<file path="src/rtl/tcon_rx_buffer.sv">
// Receive buffer: registers each accepted load word as the held value and queues it for a downstream valid/ready consumer.
// Latency: a word pushed at edge N is at the FIFO head after edge N and can be popped at edge N+1; there is no bypass.
// Backpressure: accept_o drops only when the FIFO is full; a load refused then is dropped and sets the sticky ovf_o.
module tcon_rx_buffer #(
    parameter int WIDTH = 8,
    parameter int DEPTH = 4,
    parameter int CW    = $clog2(DEPTH) + 1
) (
    input  logic             clk,
    input  logic             rst_n,
    input  logic             load_i,
    input  logic [WIDTH-1:0] data_i,
    output logic             accept_o,
    output logic [WIDTH-1:0] held_o,
    output logic             out_valid_o,
    output logic [WIDTH-1:0] out_data_o,
    input  logic             out_ready_i,
    output logic [CW-1:0]    count_o,
    output logic             ovf_o
);

    localparam int AW = $clog2(DEPTH);

    logic [WIDTH-1:0] mem [DEPTH];
    logic [AW-1:0]    wptr;
    logic [AW-1:0]    rptr;
    logic [CW-1:0]    count;
    logic [WIDTH-1:0] held;
    logic             ovf;
    logic             push;
    logic             pop;

    // Full/empty come from the occupancy count, so pointers may wrap freely.
    assign accept_o    = (count != CW'(DEPTH));
    assign out_valid_o = (count != '0);
    assign out_data_o  = mem[rptr];
    assign held_o      = held;
    assign count_o     = count;
    assign ovf_o       = ovf;

    assign push = load_i & accept_o;
    assign pop  = out_valid_o & out_ready_i;

    // Storage is not cleared by reset; writes are suppressed in the reset cycle.
    always_ff @(posedge clk) begin
        if (rst_n && push) begin
            mem[wptr] <= data_i;
        end
    end

    always_ff @(posedge clk) begin
        if (!rst_n) begin
            wptr  <= '0;
            rptr  <= '0;
            count <= '0;
            held  <= '0;
            ovf   <= 1'b0;
        end else begin
            if (push) begin
                wptr <= wptr + AW'(1);
                held <= data_i;
            end
            if (pop) begin
                rptr <= rptr + AW'(1);
            end
            case ({push, pop})
                2'b10:   count <= count + CW'(1);
                2'b01:   count <= count - CW'(1);
                default: count <= count;
            endcase
            if (load_i && !accept_o) begin
                ovf <= 1'b1;
            end
        end
    end

endmodule
</file>
<file path="config.mk">
export PLATFORM = sky130hd
export DESIGN_NAME = tcon_rx_buffer
export DESIGN_NICKNAME = d
export VERILOG_FILES = /design/src/rtl/tcon_rx_buffer.sv
export SDC_FILE = /design/constraint.sdc
export NUM_CORES = 1
export LEC_CHECK = 0
export CAP_MARGIN = 5
export CORE_MARGIN = 10
export CORE_UTILIZATION = 52
export DETAILED_ROUTE_END_ITERATION = 8
export PLACE_DENSITY = 0.78
export SETUP_SLACK_MARGIN = 0.4
export SLEW_MARGIN = 5
export SYNTH_ARGS = -nofsm -noshare
export SYNTH_HDL_FRONTEND = slang
export SYNTH_SLANG_ARGS = --single-unit
</file>
<file path="constraint.sdc">
create_clock -name clk -period 2.7 [get_ports clk]
set_input_delay 0.405 -clock clk [delete_from_list [all_inputs] [get_ports clk]]
set_output_delay 0.405 -clock clk [all_outputs]
set_load 0.005 [all_outputs]
</file>
# After elaboration in Yosys (flattened, before gate mapping)
# Memories as Yosys holds them, arrays and structs flattened. A register that Yosys moved wholly into a read port is not among the register bits.
# Cells that the tools add are included.
# W data, S select, Z words.
word_totals:
  regBits: 16
  n_memories: 1
  output_inout_bits: 22
  in_bits: 12
  mem_bits_rw: 32
mem_list:
  columns: ["memory", "depth", "width", "read_ports", "rd_clocked_by_memory_dff", "write_ports", "line_no", "text"]
  rows:
  - ["mem", 4, 8, 1, 1, 1, "24", "logic [WIDTH-1:0] mem [DEPTH];"]
op_classes:
  eq_ne: 3
  bitwise_logic: 2
  addsub: 4
  n_reduce_logical: 5
  n_mux: 5
op_table:
  columns: ["cell", "count"]
  rows:
  - ["$pmux W3 S2", 1]
  - ["$add A2 B1 Y2 const B", 2]
  - ["$mux W2", 2]
  - ["$add A3 B1 Y3 const B", 1]
  - ["$ne A3 B3 Y1 const B", 1]
  - ["$reduce_bool A3 Y1", 1]
  - ["$sub A3 B1 Y3 const B", 1]
  - ["$and A1 B1 Y1", 2]
  - ["$eq A2 B1 Y1 const B", 1]
  - ["$eq A2 B2 Y1 const B", 1]
  - ["$logic_and A1 B1 Y1", 2]
  - ["$mux W1", 2]
  - ["$reduce_bool A2 Y1", 1]
  - ["$logic_not A1 Y1", 1]

# Depth between registers and ports, before layout
# Gate-level depths: netlist of run 1.
logic_depth:
  word_depth: 5
  depth_mapped: 10
  mapped_depth_nobuf: 9

# Worst setup path after synthesis of run 1
# OpenSTA, ideal clock, no wires.
synth_path:
  path_kind: "reg2reg"
  startpoint: "reg count[0], in the netlist count_o[0]"
  endpoint: "reg count[2], in the netlist count_o[2]"
  stages_incl_launch_ff: 11
  required_time_ns: 2.630
  slack_ns: 0.633
  t_arrival_ns: 1.997
  cell_sequence: "dfxtp_1 nor2_2 a21boi_4 buf_6 inv_1 ha_1 inv_1 fa_1 xor2_1 or3_1 a21boi_1"
synth_between:
  elab_chain_cells: 4
  elab_cells_between_ends: 10
synth_lines:
  columns: ["item", "line_no", "text"]
  rows:
  - ["start: declaration", "27", "logic [CW-1:0] count;"]
  - ["start signal: assignment", "67", "2'b10: count <= count + CW'(1);"]
  - ["start signal: assignment", "68", "2'b01: count <= count - CW'(1);"]
  - ["start signal: assignment", "69", "default: count <= count;"]
  - ["$ne A3 B3 Y1 or $reduce_bool A3 Y1 (tied branches)", "34, 35", null]
  - ["$and A1 B1 Y1 (on tied branches)", "41, 42", null]
  - ["$eq A2 B1 Y1 or $eq A2 B2 Y1 (tied branches)", "66", "case ({push, pop})"]
  - ["$pmux W3 S2 or $reduce_bool A2 Y1 (tied branches)", null, null]
# Several ways; a longest one is shown, not always the timed one.
# A chain may end at the register's enable or synchronous reset.

==> results.toml, run 1 <==
[global_routing]
grtUsageTotal = 0.123
grt_pass1_wl_mm = 6.21
grt_max_degree = 26
grt_antenna_before_repair = 0
grt_pass1_vias = 1172
gr-total-overflow = 0

[clock_tree]
numCtsBuffers = 5
clk_latency_ns = 0.29
clock_path_buffers = 2
cts_tree = "done"
postCtsHoldBufs = 0
postCtsSetupRepairBufs = 0
cts_root_buf = "clkbuf_8"
cts_htree_levels = 2
clk_pin_slew_worst_paths_ns = 0.08
clock-sinks = 50

[finish]
postLayoutCellArea_sq_um = 2470
register_area_sq_um = 1330
antennaDiodeCount = 0
multi_input_area_sq_um = 624
syn_to_final_growth_pct = 23.0
finish.net_count = 187
final_cell_mix = "33 x clkdlybuf4s50_1, 32 x edfxtp_1, 22 x nand2_1"
final_common_cell = "clkdlybuf4s50_1"
num-fill-cells = 281
drive_gt1_frac = 0.129

[routing]
drcViolationCount = 0
wl_per_cell_um = 17.5
vias_per_cell = 5.22
dr.pass1.iters = 4
drtIter0Drc = 143
drt_wl_total_mm = 3.81
postRouteAntennaNets = 0
via_count = 1138

[sta]
worstMarginPinSlew_ns = 0.469
finalSetupTns_ns = 0
timing.fmax_ghz = 0.452
timing.final.hold_violations = 0
drv_slew = 0
rsz0062_at_grt = "false"
period_minus_slack_ns = 2.21
maxSlewHeadroom = 0.687
period_share = 0.819
holdWs_ns = 0.460
clock_skew_ns = 0.00328
finalWorstSetupSlack_ns = 0.488
finalSetupViolCount = 0

[critical_path]
worst-path-max-fanout = 5
crit_chain = "buf_6 > mux4_2 > clkdlybuf4s50_1"
cp_top_family = "buffers and inverters"
cpPeakStageDelay_ns = 0.51
end_kind = "output port"
critPathKind = "reg2out"
worstSetupStartpointType = "register"
path_depth = 3
cp_data_arrival_time_ns = 1.81
cp.required_ns = 2.30
cp.buffers_inverters = 2
rr_worst_depth = 9
cp_slowest_cell = "mux4_2"

[yosys]
synthDistinctLibCells = 26
syn_area_per_cell_sq_um = 15.1
netlist_instances = 133
ys_seq_area_frac = 0.657
syn_nets = 151
netlist_area_sq_um = 2010
yosysWarningCount = 0
ys_seq_elements = 50

[floorplanning]
die-area_sq_um = 6750
die_x_um = 82.2
fp.dieH_um = 82.2
start_util = 0.545
ios = 34
rows = 22
core_sq_um = 3690

[hold_path]
hold_path_class = "reg2reg"
min_path_cells = 2

[place]
dpl.hpwl_mm = 2.81
place.port_buffers = 33
gp_congestion = 0.737
place_area_sq_um = 2380
dpl_worst_slack_ns = 0.343

[status]
status = "finished clean"

[pwr]
p_leak_uw = 0.000886
powerDensity_nw_per_um2 = 795
irDropWorstVdd_v = 0.000461
power_uw = 1970

[job]
maxCapViolCount = 0
## final cells by class
cell class                      count  share of cell area
Multi-Input combinational cell     70               0.252
Tap cell                           48              0.0243
Clock buffer                        5              0.0278
Inverter                            6             0.00910
Clock inverter                      3             0.00658
Timing Repair Buffer               36               0.144
Sequential cell                    50               0.536
## worst reg2reg max path, delay by kind of cell (launching register included)
family | cells | cell delay [ns]
DFF | 1 | 0.39
and+or+nand+nor | 2 | 0.54
AOI/OAI and AO/OA | 2 | 0.21
adders and majority gates | 2 | 0.56
buffers and inverters | 2 | 0.13
xor gates and xnor gates | 1 | 0.16
## layer usage
layer / vias up / routed length, um / global-route usage / share of wire
met5: - / 0 / 0 / 0
met4: 0 / 44 / 0.0408 / 0.012
met3: 6 / 256 / 0.0443 / 0.067
met2: 26 / 1920 / 0.198 / 0.50
met1: 558 / 1590 / 0.150 / 0.42
li1: 548 / - / - / -
## synthesized netlist by cell type (all sizes together)
library cell / count / area, sq um
nor2: 1 / 6.26
and2: 3 / 18.8
nand2: 22 / 82.6
dfxtp: 18 / 360
o31a: 1 / 10.0
ha: 5 / 62.6
mux4: 8 / 180
clkbuf: 3 / 11.3
buf: 4 / 31.3
or3: 2 / 13.8
a21boi: 2 / 26.3
edfxtp: 32 / 961
fa: 1 / 20.0
inv: 6 / 22.5
a31oi: 1 / 6.26
nor2b: 3 / 18.8
o21ai: 2 / 10.0
o311ai: 1 / 8.76
xnor2: 3 / 26.3
xor2: 1 / 8.76
mux2i: 10 / 100
and3: 4 / 25.0
## kinds of logic after synthesis
logic type      synth area share
xor+xnor                  0.0174
simple gates              0.0821
fa+ha+maj                 0.0411
flops                      0.657
buf+inv                   0.0324
compound gates            0.0305
mux                        0.139
## per-stage QoR
| step | util | std cells |
|---|---|---|
| final | 0.671 | 218 |
| after global routing | 0.671 | 218 |
| after CTS | 0.670 | 218 |
| after detailed placement | 0.646 | 210 |
| after global placement | 0.646 | 210 |
| after floorplan | - | 133 |
## flip-flops by register name, indices dropped and copies added, names as in the netlist, named ones only
name and flops:
wptr 2, count_o 3, ovf_o 1, held_o 8
mem 32, rptr 2
## report_power, final
group	total, uW	switching [uW]	internal, uW
registers	982	82.3	900
clock network	404	226	178
logic	580	219	360
total	1970	528	1440
## repair_timing
action | in CTS | in global routing
pin swaps | 0 | 0
resized for setup | 2 | 1
endpoints found under the setup margin | 5 | 3
## final timing paths
check	startpoint	to	slack, ns
min reg2reg	held_o[0]	held_o[0]	0.46
max reg2reg	count_o[0]	count_o[2]	0.64
min	held_o[0]	held_o[0]	0.46
max	register	out_data_o[2]	0.49
Power figures use the tool's default switching activity.
==> inputs of run 2 (changes only) <==
clock period = 2.19 ns   (was 2.7 ns; I/O delays follow)
==> run 2 against run 1 <==
- largest power group unchanged
- count of clock-buffer cells in the layout grew 2
- largest cell class unchanged
- via count grew 7.8%
- die area is the same
- power grew 37%
==> results.toml, run 2 (same netlist as run 1, synthesis figures left out) <==
[status]
status = "finished clean"

[sta]
finalWorstSetupSlack_ns = 0.320
rsz0062_at_grt = "true"
period_share = 0.854
clock_skew_ns = 0.00570
holdWs_ns = 0.465
finalSetupViolCount = 0
finalSetupTns_ns = 0
maxSlewHeadroom = 0.710
timing.final.hold_violations = 0
worstMarginPinSlew_ns = 0.434
timing.fmax_ghz = 0.535
period_minus_slack_ns = 1.87
drv_slew = 0

[floorplanning]
fp.dieH_um = 82.2
core_sq_um = 3690
rows = 22
start_util = 0.545
die-area_sq_um = 6750
ios = 34
die_x_um = 82.2

[critical_path]
worst-r2r-setup-slack_ns = 0.39
cp.buffers_inverters = 4
worstSetupStartpointType = "register"
cp_slowest_cell = "mux4_2"
rr_worst_depth = 9
worst-path-max-fanout = 6
timing.rr.end = "count_o[2]"
critPathKind = "reg2out"
cp.required_ns = 1.86
cp_top_family = "multiplexers"
cpPeakStageDelay_ns = 0.49
crit_chain = "buf_6 > buf_6 > buf_6 > mux4_2 > buf_6"
path_common_cell = "buf_6"
path_depth = 5
cp_data_arrival_time_ns = 1.54
worstReg2RegStart = "count_o[1]"
end_kind = "output port"

[routing]
via_count = 1227
postRouteAntennaNets = 0
wl_met1_mm = 1.64
drtIter0Drc = 81
dr_wl_met3_um = 193
top_layer = "met4"
met2WireLength_mm = 2.06
drt_wl_total_mm = 3.96
vias_per_cell = 5.20
wl_per_cell_um = 16.8
drcViolationCount = 0
dr.pass1.iters = 5

[finish]
finish.net_count = 205
final_common_cell = "edfxtp_1"
fin_cells = 236
drive_gt1_frac = 0.303
final_core_util = 0.720
syn_to_final_growth_pct = 32.2
num-fill-cells = 241
largest_register_ff_count = 32
final_cell_mix = "32 x edfxtp_1, 22 x nand2_1, 21 x clkdlybuf4s50_1"
antennaDiodeCount = 0
regMostFlops = "mem"

[clock_tree]
cts_tree = "done"
clock_path_buffers = 2
clock-sinks = 50
clk_latency_ns = 0.29
cts_root_buf = "clkbuf_8"
numCtsBuffers = 5
cts_htree_levels = 2
postCtsHoldBufs = 0
clk_pin_slew_worst_paths_ns = 0.09

[global_routing]
grt_antenna_before_repair = 0
gr-total-overflow = 0
grt_max_degree = 21
grt_pass1_wl_mm = 6.47
grt_pass1_vias = 1339
grtUsageTotal = 0.127

[place]
dp_cells = 213
dpl_worst_slack_ns = 0.00738
place.port_buffers = 33
dpl.hpwl_mm = 2.72
gp_congestion = 0.790

[hold_path]
min_from = "held_o[4]"
hold_path_end = "held_o[4]"
hold_path_class = "reg2reg"
min_path_cells = 2

[pwr]
powerDensity_nw_per_um2 = 1010
p_leak_uw = 0.00101
irDropWorstVdd_v = 0.000650

[job]
maxCapViolCount = 0
## run 2: cell types whose count changed in the layout (fill, tap and decap cells not counted), sizes merged
cell,change
clkinv,-2
dlymetal6s2s,+1
clkdlybuf4s15,+1
buf,+25
dlygate4sd2,+2
clkbuf,+3
clkdlybuf4s50,-12
## run 2: repair_timing
action | in CTS | in global routing
setup buffers | 11 | 4
gates resized for setup | 40 | 8
setup endpoints to repair | 11 | 12
pin swaps | 5 | 2
## run 2: cell type report
cell class / count / area, sq um / area share
flip-flops and latches: 50 / 1340 / 0.502
well taps: 48 / 60.1 / 0.0226
multi-input cells: 70 / 652 / 0.245
clock inverters: 1 / 5.00 / 0.00188
inverters: 6 / 22.5 / 0.00847
repair buffers: 54 / 497 / 0.187
clock buffers: 7 / 86.3 / 0.0325
## run 2: per-stage QoR
stage,instance area (sq um),total power (uW)
2_1_floorplan,2040,1630
3_3_place_gp,2430,1960
3_5_place_dp,2430,1990
4_1_cts,2600,2640
5_1_grt,2660,2840
6_report,2660,2690
## run 2: worst register-to-register path, delay by kind of cell, from the launching register on
kind                       cells  cell delay, ns
AOI/OAI and AO/OA              2            0.18
xor gates and xnor gates       1            0.17
adders and majority gates      2            0.46
buffers and inverters          2            0.11
DFF                            1            0.38
and+or+nand+nor                2            0.43
## run 2: where the power goes
part | leakage (uW) | total (uW) | internal (uW) | switching, uW
clock | 0.0000482 | 534 | 255 | 278
combinational | 0.000516 | 962 | 607 | 355
sequential | 0.000441 | 1200 | 1120 | 81.6
## run 2: worst max path at each step
| stage | to | slack, ns |
|---|---|---|
| after floorplan | count_o[2] | 0.30 |
| after global placement | count_o[2] | 0.05 |
| after detailed placement | count_o[2] | 0.007 |
| after CTS | out_data_o[0] | 0.30 |
| after global routing | out_data_o[0] | 0.27 |
| final | out_data_o[0] | 0.32 |
## run 2: metal layers
layer  global-route usage  up-vias
met5                    0        -
met4               0.0646        0
met3               0.0313        6
met2                0.219       34
met1                0.142      603
li1                     -      584
